[config.mk]
export PLATFORM = sky130hd
export DESIGN_NAME = bp_update_ctrl
export DESIGN_NICKNAME = d
export VERILOG_FILES = /design/src/rtl/bp_update_ctrl.sv
export SDC_FILE = /design/constraint.sdc
export NUM_CORES = 1
export LEC_CHECK = 0
export ABC_AREA = 0
export CAP_MARGIN = 10
export CORE_ASPECT_RATIO = 0.9
export CORE_MARGIN = 2
export CORE_UTILIZATION = 36
export CTS_CLUSTER_SIZE = 28
export DETAILED_ROUTE_END_ITERATION = 10
export GPL_TIMING_DRIVEN = 1
export PLACE_DENSITY = 0.67
export SLEW_MARGIN = 20
export SYNTH_ARGS = -nofsm -noshare
export SYNTH_HDL_FRONTEND = slang
export SYNTH_SLANG_ARGS = --single-unit
export TNS_END_PERCENT = 50
[constraint.sdc]
create_clock -name clk -period 2.2 [get_ports clk]
set_clock_uncertainty 0.2 [all_clocks]
set_input_delay 0.55 -clock clk [delete_from_list [all_inputs] [get_ports clk]]
set_output_delay 0.55 -clock clk [all_outputs]
set_load 0.01 [all_outputs]
[src/rtl/bp_update_ctrl.sv]
// bp_update_ctrl
// Sequencer for the 2-bit branch predictor table. It sits between fetch,
// branch resolution and the table's read and write ports:
//   - resolved branches are queued in order and drained one table update
//     per cycle
//   - a flush request starts a sweep that reinitialises every table entry;
//     predictions are gated to invalid/not-taken while the sweep runs
//
// Optional feature: define BP_UPDATE_STATS_EN to build the drained-update
// and mispredict counters. Without it, stat_* are tied to 0 and no counter
// flops are built.
//
// Ports:
//   clk, rst            clock, asynchronous active-high reset
//   res_*               resolved-branch input with valid/ready handshake
//   flush_req           one-cycle pulse that starts a table reinit sweep
//   pred_read_en/idx    prediction request from fetch
//   tbl_read/ridx       table read port
//   tbl_pred            table prediction (combinational from tbl_ridx)
//   pred_valid/taken    prediction returned to fetch
//   tbl_write/widx/
//     wtaken/init       table write port; init forces the entry to 2'b01
//   busy                sweep in progress
//   stat_branches/
//     stat_mispred      saturating statistics (optional)
//
// state | meaning
// ------+--------------------------------------------------------------
// RUN   | accept resolved branches, drain one update per cycle, predict
// SWEEP | write 2'b01 to every table entry; no predictions or pushes
module bp_update_ctrl #(
    parameter int IDX_W = 10,
    parameter int DEPTH = 4
) (
    input  logic             clk,
    input  logic             rst,
    input  logic             res_valid,
    input  logic [IDX_W-1:0] res_idx,
    input  logic             res_taken,
    input  logic             res_predicted,
    output logic             res_ready,
    input  logic             flush_req,
    input  logic             pred_read_en,
    input  logic [IDX_W-1:0] pred_idx,
    output logic             tbl_read,
    output logic [IDX_W-1:0] tbl_ridx,
    input  logic             tbl_pred,
    output logic             pred_valid,
    output logic             pred_taken,
    output logic             tbl_write,
    output logic [IDX_W-1:0] tbl_widx,
    output logic             tbl_wtaken,
    output logic             tbl_init,
    output logic             busy,
    output logic [31:0]      stat_branches,
    output logic [31:0]      stat_mispred
);

    localparam int PTR_W = $clog2(DEPTH);
    localparam int CNT_W = PTR_W + 1;

    typedef enum logic {RUN, SWEEP} state_t;

    state_t           state;
    logic             active;     // low during reset and its release cycle
    logic [IDX_W-1:0] sweep_cnt;

    logic [IDX_W-1:0] q_idx   [DEPTH];
    logic             q_taken [DEPTH];
    logic [PTR_W-1:0] rd_ptr;
    logic [PTR_W-1:0] wr_ptr;
    logic [CNT_W-1:0] count;

    logic run;
    logic full;
    logic empty;
    logic push;
    logic pop;
    logic run_flush;

    assign run       = active && (state == RUN);
    assign full      = (count == CNT_W'(DEPTH));
    assign empty     = (count == '0);
    assign run_flush = run && flush_req;
    assign res_ready = run && !full;
    // A flush discards both the queue and any same-cycle transfer, so the
    // head is neither written nor popped in the flush cycle.
    assign push      = res_valid && res_ready && !flush_req;
    assign pop       = run && !empty && !flush_req;

    assign busy       = (state == SWEEP);
    assign tbl_read   = run && pred_read_en;
    assign tbl_ridx   = tbl_read ? pred_idx : '0;
    assign pred_valid = tbl_read;
    assign pred_taken = tbl_read && tbl_pred;
    assign tbl_write  = busy || pop;
    assign tbl_init   = busy;
    assign tbl_widx   = busy ? sweep_cnt : (pop ? q_idx[rd_ptr] : '0);
    assign tbl_wtaken = pop && q_taken[rd_ptr];

    always_ff @(posedge clk or posedge rst) begin
        if (rst) begin
            state     <= RUN;
            active    <= 1'b0;
            sweep_cnt <= '0;
        end else begin
            active <= 1'b1;
            case (state)
                RUN: begin
                    if (run_flush) begin
                        state     <= SWEEP;
                        sweep_cnt <= '0;
                    end
                end
                SWEEP: begin
                    if (flush_req) begin
                        sweep_cnt <= '0;
                    end else if (sweep_cnt == {IDX_W{1'b1}}) begin
                        state     <= RUN;
                        sweep_cnt <= '0;
                    end else begin
                        sweep_cnt <= sweep_cnt + IDX_W'(1);
                    end
                end
                default: state <= RUN;
            endcase
        end
    end

    // Queue storage needs no reset: occupancy decides what is valid.
    always_ff @(posedge clk) begin
        if (push) begin
            q_idx[wr_ptr]   <= res_idx;
            q_taken[wr_ptr] <= res_taken;
        end
    end

    always_ff @(posedge clk or posedge rst) begin
        if (rst) begin
            rd_ptr <= '0;
            wr_ptr <= '0;
            count  <= '0;
        end else if (run_flush) begin
            rd_ptr <= '0;
            wr_ptr <= '0;
            count  <= '0;
        end else begin
            if (push) wr_ptr <= wr_ptr + PTR_W'(1);
            if (pop)  rd_ptr <= rd_ptr + PTR_W'(1);
            if (push && !pop)      count <= count + CNT_W'(1);
            else if (pop && !push) count <= count - CNT_W'(1);
        end
    end

`ifdef BP_UPDATE_STATS_EN
    logic q_pred [DEPTH];

    always_ff @(posedge clk) begin
        if (push) q_pred[wr_ptr] <= res_predicted;
    end

    always_ff @(posedge clk or posedge rst) begin
        if (rst) begin
            stat_branches <= '0;
            stat_mispred  <= '0;
        end else if (pop) begin
            if (stat_branches != 32'hFFFF_FFFF)
                stat_branches <= stat_branches + 32'd1;
            if ((q_taken[rd_ptr] != q_pred[rd_ptr]) && (stat_mispred != 32'hFFFF_FFFF))
                stat_mispred <= stat_mispred + 32'd1;
        end
    end
`else
    logic unused_res_predicted;
    assign unused_res_predicted = res_predicted;
    assign stat_branches = '0;
    assign stat_mispred  = '0;
`endif

endmodule

# Yosys cells after proc, flatten, opt, wreduce, memory -nomap -nowiden
# Memories as Yosys holds them, arrays and structs flattened.
# Index checks and enable logic that the tools add are counted.
[op_classes]
addsub = 5
n_eq_ne = 3
n_mux = 20
n_bitwise = 1
n_reduce_logical = 22
[op_table]
columns = ["operator", "count"]
rows = [
  ["$mux 10", 6],
  ["$pmux 10 s2", 1],
  ["$logic_and 1x1->1", 12],
  ["$add 10x1->10 const B", 1],
  ["$eq 10x10->1 const B", 1],
  ["$mux 3", 3],
  ["$mux 2", 4],
  ["$logic_not 1->1", 5],
  ["$mux 1", 5],
  ["$add 2x1->2 const B", 2],
  ["$reduce_bool 2->1", 2],
  ["$add 3x1->3 const B", 1],
  ["$eq 3x3->1 const B", 1],
  ["$logic_not 3->1", 1],
  ["$reduce_bool 3->1", 1],
  ["$sub 3x1->3 const B", 1],
  ["$ne 2x2->1 const B", 1],
  ["$pmux 1 s2", 1],
  ["$logic_or 1x1->1", 1],
  ["$not 1->1", 1],
]
[totals]
ff_bits = 19
ram_bits = 44
input_bits = 28
output_inout_bits = 92
wordCells = 59
mem_count = 2
[mem_list]
columns = ["memory", "words", "word_bits", "read_ports", "rd_clocked_by_memory_dff", "wr", "line_no", "text"]
rows = [
  ["q_idx", 4, 10, 1, 0, 1, "68", "logic [IDX_W-1:0] q_idx [DEPTH];"],
  ["q_taken", 4, 1, 1, 0, 1, "69", "logic q_taken [DEPTH];"],
]

# Longest topological paths before layout
[depth]
depth_word = 10
depth_mapped = 8
mapped_depth_nobuf = 7

# Worst setup path after synthesis
# Ideal clock, no wire load.
[synth_timing]
path_type = "input -> register"
startpoint = "input port flush_req"
endpoint = "register count[2]"
setup_time_ns = 0.076
arrival_ns = 2.111
required_time_ns = 1.924
setup_slack_ns = -0.187
path_stages = 8
path_buffers = 1
cell_sequence = "buf_2 -> nor3b_1 -> and3_1 -> fa_1 -> or3b_2 -> o21ai_0 -> a22oi_1 -> o21ai_1"
[synth_between]
elab_chain_cells = 6
elab_cells_between_ends = 11
classes_between = "mux (2); reduce/logical (9)"
[synth_lines]
columns = ["element", "line_no", "text"]
rows = [
  ["from (decl)", "42", "input logic flush_req,"],
  ["$logic_not 1->1", "88, 89", ""],
  ["$logic_and 1x1->1", "89", "assign pop = run && !empty && !flush_req;"],
  ["$logic_not 1->1", "150", "if (push && !pop) count <= count + CNT_W'(1);"],
  ["$logic_and 1x1->1", "150", ""],
  ["$mux 3", "150", ""],
  ["$mux 3", "143", "end else if (run_flush) begin"],
  ["to (signal assigned)", "150", ""],
  ["to (signal assigned)", "151", "else if (pop && !push) count <= count - CNT_W'(1);"],
  ["to (decl)", "72", "logic [CNT_W-1:0] count;"],
]
# Several ways; a longest one is shown, not always the timed one.
# A chain may end at the register's enable or synchronous reset.

# Worst setup path after layout
[layout_timing]
startpoint = "register rd_ptr[0]"
endpoint = "output port tbl_widx[7]"
[layout_between]
elab_chain_cells = 3
[layout_lines]
columns = ["element", "line_no", "text"]
rows = [
  ["from (decl)", "70", "logic [PTR_W-1:0] rd_ptr;"],
  ["from (signal assigned)", "149", "if (pop) rd_ptr <= rd_ptr + PTR_W'(1);"],
  ["$mem_v2 4x10", "-", ""],
  ["$mux 10 (2 in a row)", "98", "assign tbl_widx = busy ? sweep_cnt : (pop ? q_idx[rd_ptr] : '0);"],
  ["to (decl)", "51", "output logic [IDX_W-1:0] tbl_widx,"],
]
# Every way passes these cells.

==> metrics.txt <==
outcome complete, but fails checks; failing checks negative setup slack; CTS H-tree depth 3; Die Wd 107 um; FP Rows 33; Max clock buf depth 2; post-synthesis cell type count 46; largest family of logic cells by synthesized area buffers and inverters; mux contribution to synthesized area between 7 and 8%; Synth Area in Adders 2.39%; Yosys reg bits 63; total vias in the final route approximately 2400; CTS sink count 63; Layout fillers 803; count of final setup violators 26; worst-path maximum fanout 6; initial antenna violation count 0; crit path DAT 1.75 ns; GRT overflow 0; simple-gate share of the synthesized area 11.8%; post-route cell area 0.00460 mm2; Max Cap Viol 0; CTS Buf Count 9; Post-Synthesis Cells 284; sequential area share after synthesis roughly half; post-synthesis cell area between 0.003 and 0.004 mm2; Area after DPL 0.00417 mm2; Async SR Flop Fraction 30.2%; pin count of the biggest net entering global routing 20; layout cells sized above 1 34.7%; Starting Density 37.5%; Synth Warn # 0; number of I/O port buffers 54; Slew Viols, Final 0; setup TNS -4.02 ns; final WL around 7200 um; WL/cell about 14 um; Static Leak 1.92 nW; nets 412; clock latency on the worst-skew pair 0.34 ns; maximum vdd drop between 0.6 and 0.7 mV; area grow syn2layout 32.9%; core area 0.00921 mm2; vias per cell roughly 4.7; post-synthesis compound-gate area fraction 8.61%; CTS tree yes; post-synth top area share 38.2%; DRC 0; Hold Slack 0.335 ns; fin util 49.9%; XOR/XNOR Fraction of Synth Area less than 1%; Antenna Nets Post-Route 0; fin crit share 114%; Setup crit start kind flip-flop; chip height approximately 97 um; RSZ-0062 raised after global routing yes; routability cong. between 0.8 and 0.9; largest area contributor in the netlist edfxtp_1; vias in the first global route 2253; crit path time final 2.50 ns; final hold vios 0; PnR worst setup slack -0.301 ns; Worst Setup End Kind primary output; # IOs 120; Mean Syn Cell Area 12.2 um2; # diodes 0; global-route wire length before repair roughly 12000 um; worst path required time 1.45 ns; Synth Flop Type edfxtp_1; Hold WC Path Type in -> async; fmax 0.400 GHz; Post-synth EDFFs 44; PwrDens approximately 740 mW/mm2; GRT Resource Usage Total 14.4%; Synth top cells by count buf_4, edfxtp_1, dfrtp_1; first-pass iteration count of the detailed router 4; most frequent cell after synthesis buf_4; DPL Wire Length about 5000 um; drt initial violations between 90 and 100; die footprint 0.0104 mm2; root buffer cell clkbuf_8; CP Class reg -> out; Area contributors post-synth edfxtp_1, buf_4, dfrtp_1; Worst-path clk slew 0.08 ns
[where the power goes]
part / switching [mW] / internal, mW / total (mW) / leakage (nW)
registers: 0.0385 / 1.31 / 1.35 / 0.640
clock network: 0.490 / 0.770 / 1.26 / 0.126
logic: 0.373 / 0.412 / 0.786 / 1.15
total: 0.902 / 2.49 / 3.40 / 1.92
[cell usage in the layout (no fill, tap or decap), types with 3 or more instances in the layout]
cell             netlist  layout
clkbuf_8               0       9
buf_2                  7      12
inv_1                  6       6
clkdlybuf4s50_1        0      24
and2_2                 4       3
ha_1                   5       5
dlygate4sd2_1          0       4
conb_1                 2      65
o21ai_0                8       6
and3_4                 0      12
a31oi_1                6       6
mux4_2                11      11
nand3_1                4       4
nor4_1                 3       3
nand2_1               15      15
nor2_1                 8       8
edfxtp_1              44      44
buf_12                 0       6
bufinv_16              0       3
buf_4                 66      33
dfrtp_1               19      19
a22o_1                11      11
nand2b_1               3       3
buf_6                  0      21
a21oi_1                7       6
[timing repair]
item | CTS | global route
buffers inserted | 6 | 8
setup endpoints to repair | 75 | 72
hold buffers | 0 | 0
pin swaps | 16 | 19
resized for setup | 109 | 52
cloned | 2 | 0
endpoints found under the hold margin | 0 | 0
[cells by family after synthesis]
group                      Yosys count
AOI/OAI and AO/OA                   40
xor gates and xnor gates             3
other                                2
and+or+nand+nor                     72
muxes                               12
adders and majority gates            6
DFF                                 63
buffers and inverters               86
[state kept, by name, indices dropped and copies added (netlist names)]
register / flops
sweep_cnt: 10
q_idx: 40
count: 3
busy: 1
rd_ptr: 2
q_taken: 4
active: 1
wr_ptr: 2
[path summary, 6_finish.rpt]
kind	startpoint	endpoint	slack (ns)	cells past startpoint
worst max-delay path	rd_ptr[0]	tbl_widx[7]	-0.30	4
worst min-delay path	rst	count[0]	0.33	3
worst max register to register	active	count[2]	-0.07	8
worst min register to register	sweep_cnt[1]	sweep_cnt[1]	0.37	1
max in group asynchronous	rst	sweep_cnt[1]	1.26	3
min in group clk	sweep_cnt[1]	sweep_cnt[1]	0.37	1
[area by class of cell]
class                   count  area [um2]  area share (%)
clock inverters             7         128            2.78
well taps                 122         153            3.32
clock buffers               9         124            2.70
multi-input cells         198        1430            31.2
inverters                   6        22.5           0.490
repair buffers            100         940            20.4
flip-flops and latches     63        1800            39.1
[worst max-delay path: stages (launching register included)]
cell and delay, ns:
dfrtp_1 0.38, buf_6 0.16, mux4_2 0.50, a22o_1 0.22, buf_2 0.14
[routing by layer]
layer | up-vias | wire length (um) | GRT usage (%)
li1 | 1090 | - | -
met1 | 1161 | 3010 | 18.4
met2 | 110 | 3670 | 24.1
met3 | 10 | 481 | 2.90
met4 | 0 | 77 | 5.09
met5 | - | 0 | 0
[per-stage QoR]
step	worst slack (ns)	instances	power (mW)
after floorplan	-0.0226	347	1.89
after global placement	-0.716	477	2.06
after detailed placement	-0.695	477	2.08
after CTS	-0.375	500	3.48
after global routing	-0.392	505	3.56
final	-0.301	505	3.40
No activity file was read; power rests on OpenSTA's default activity.
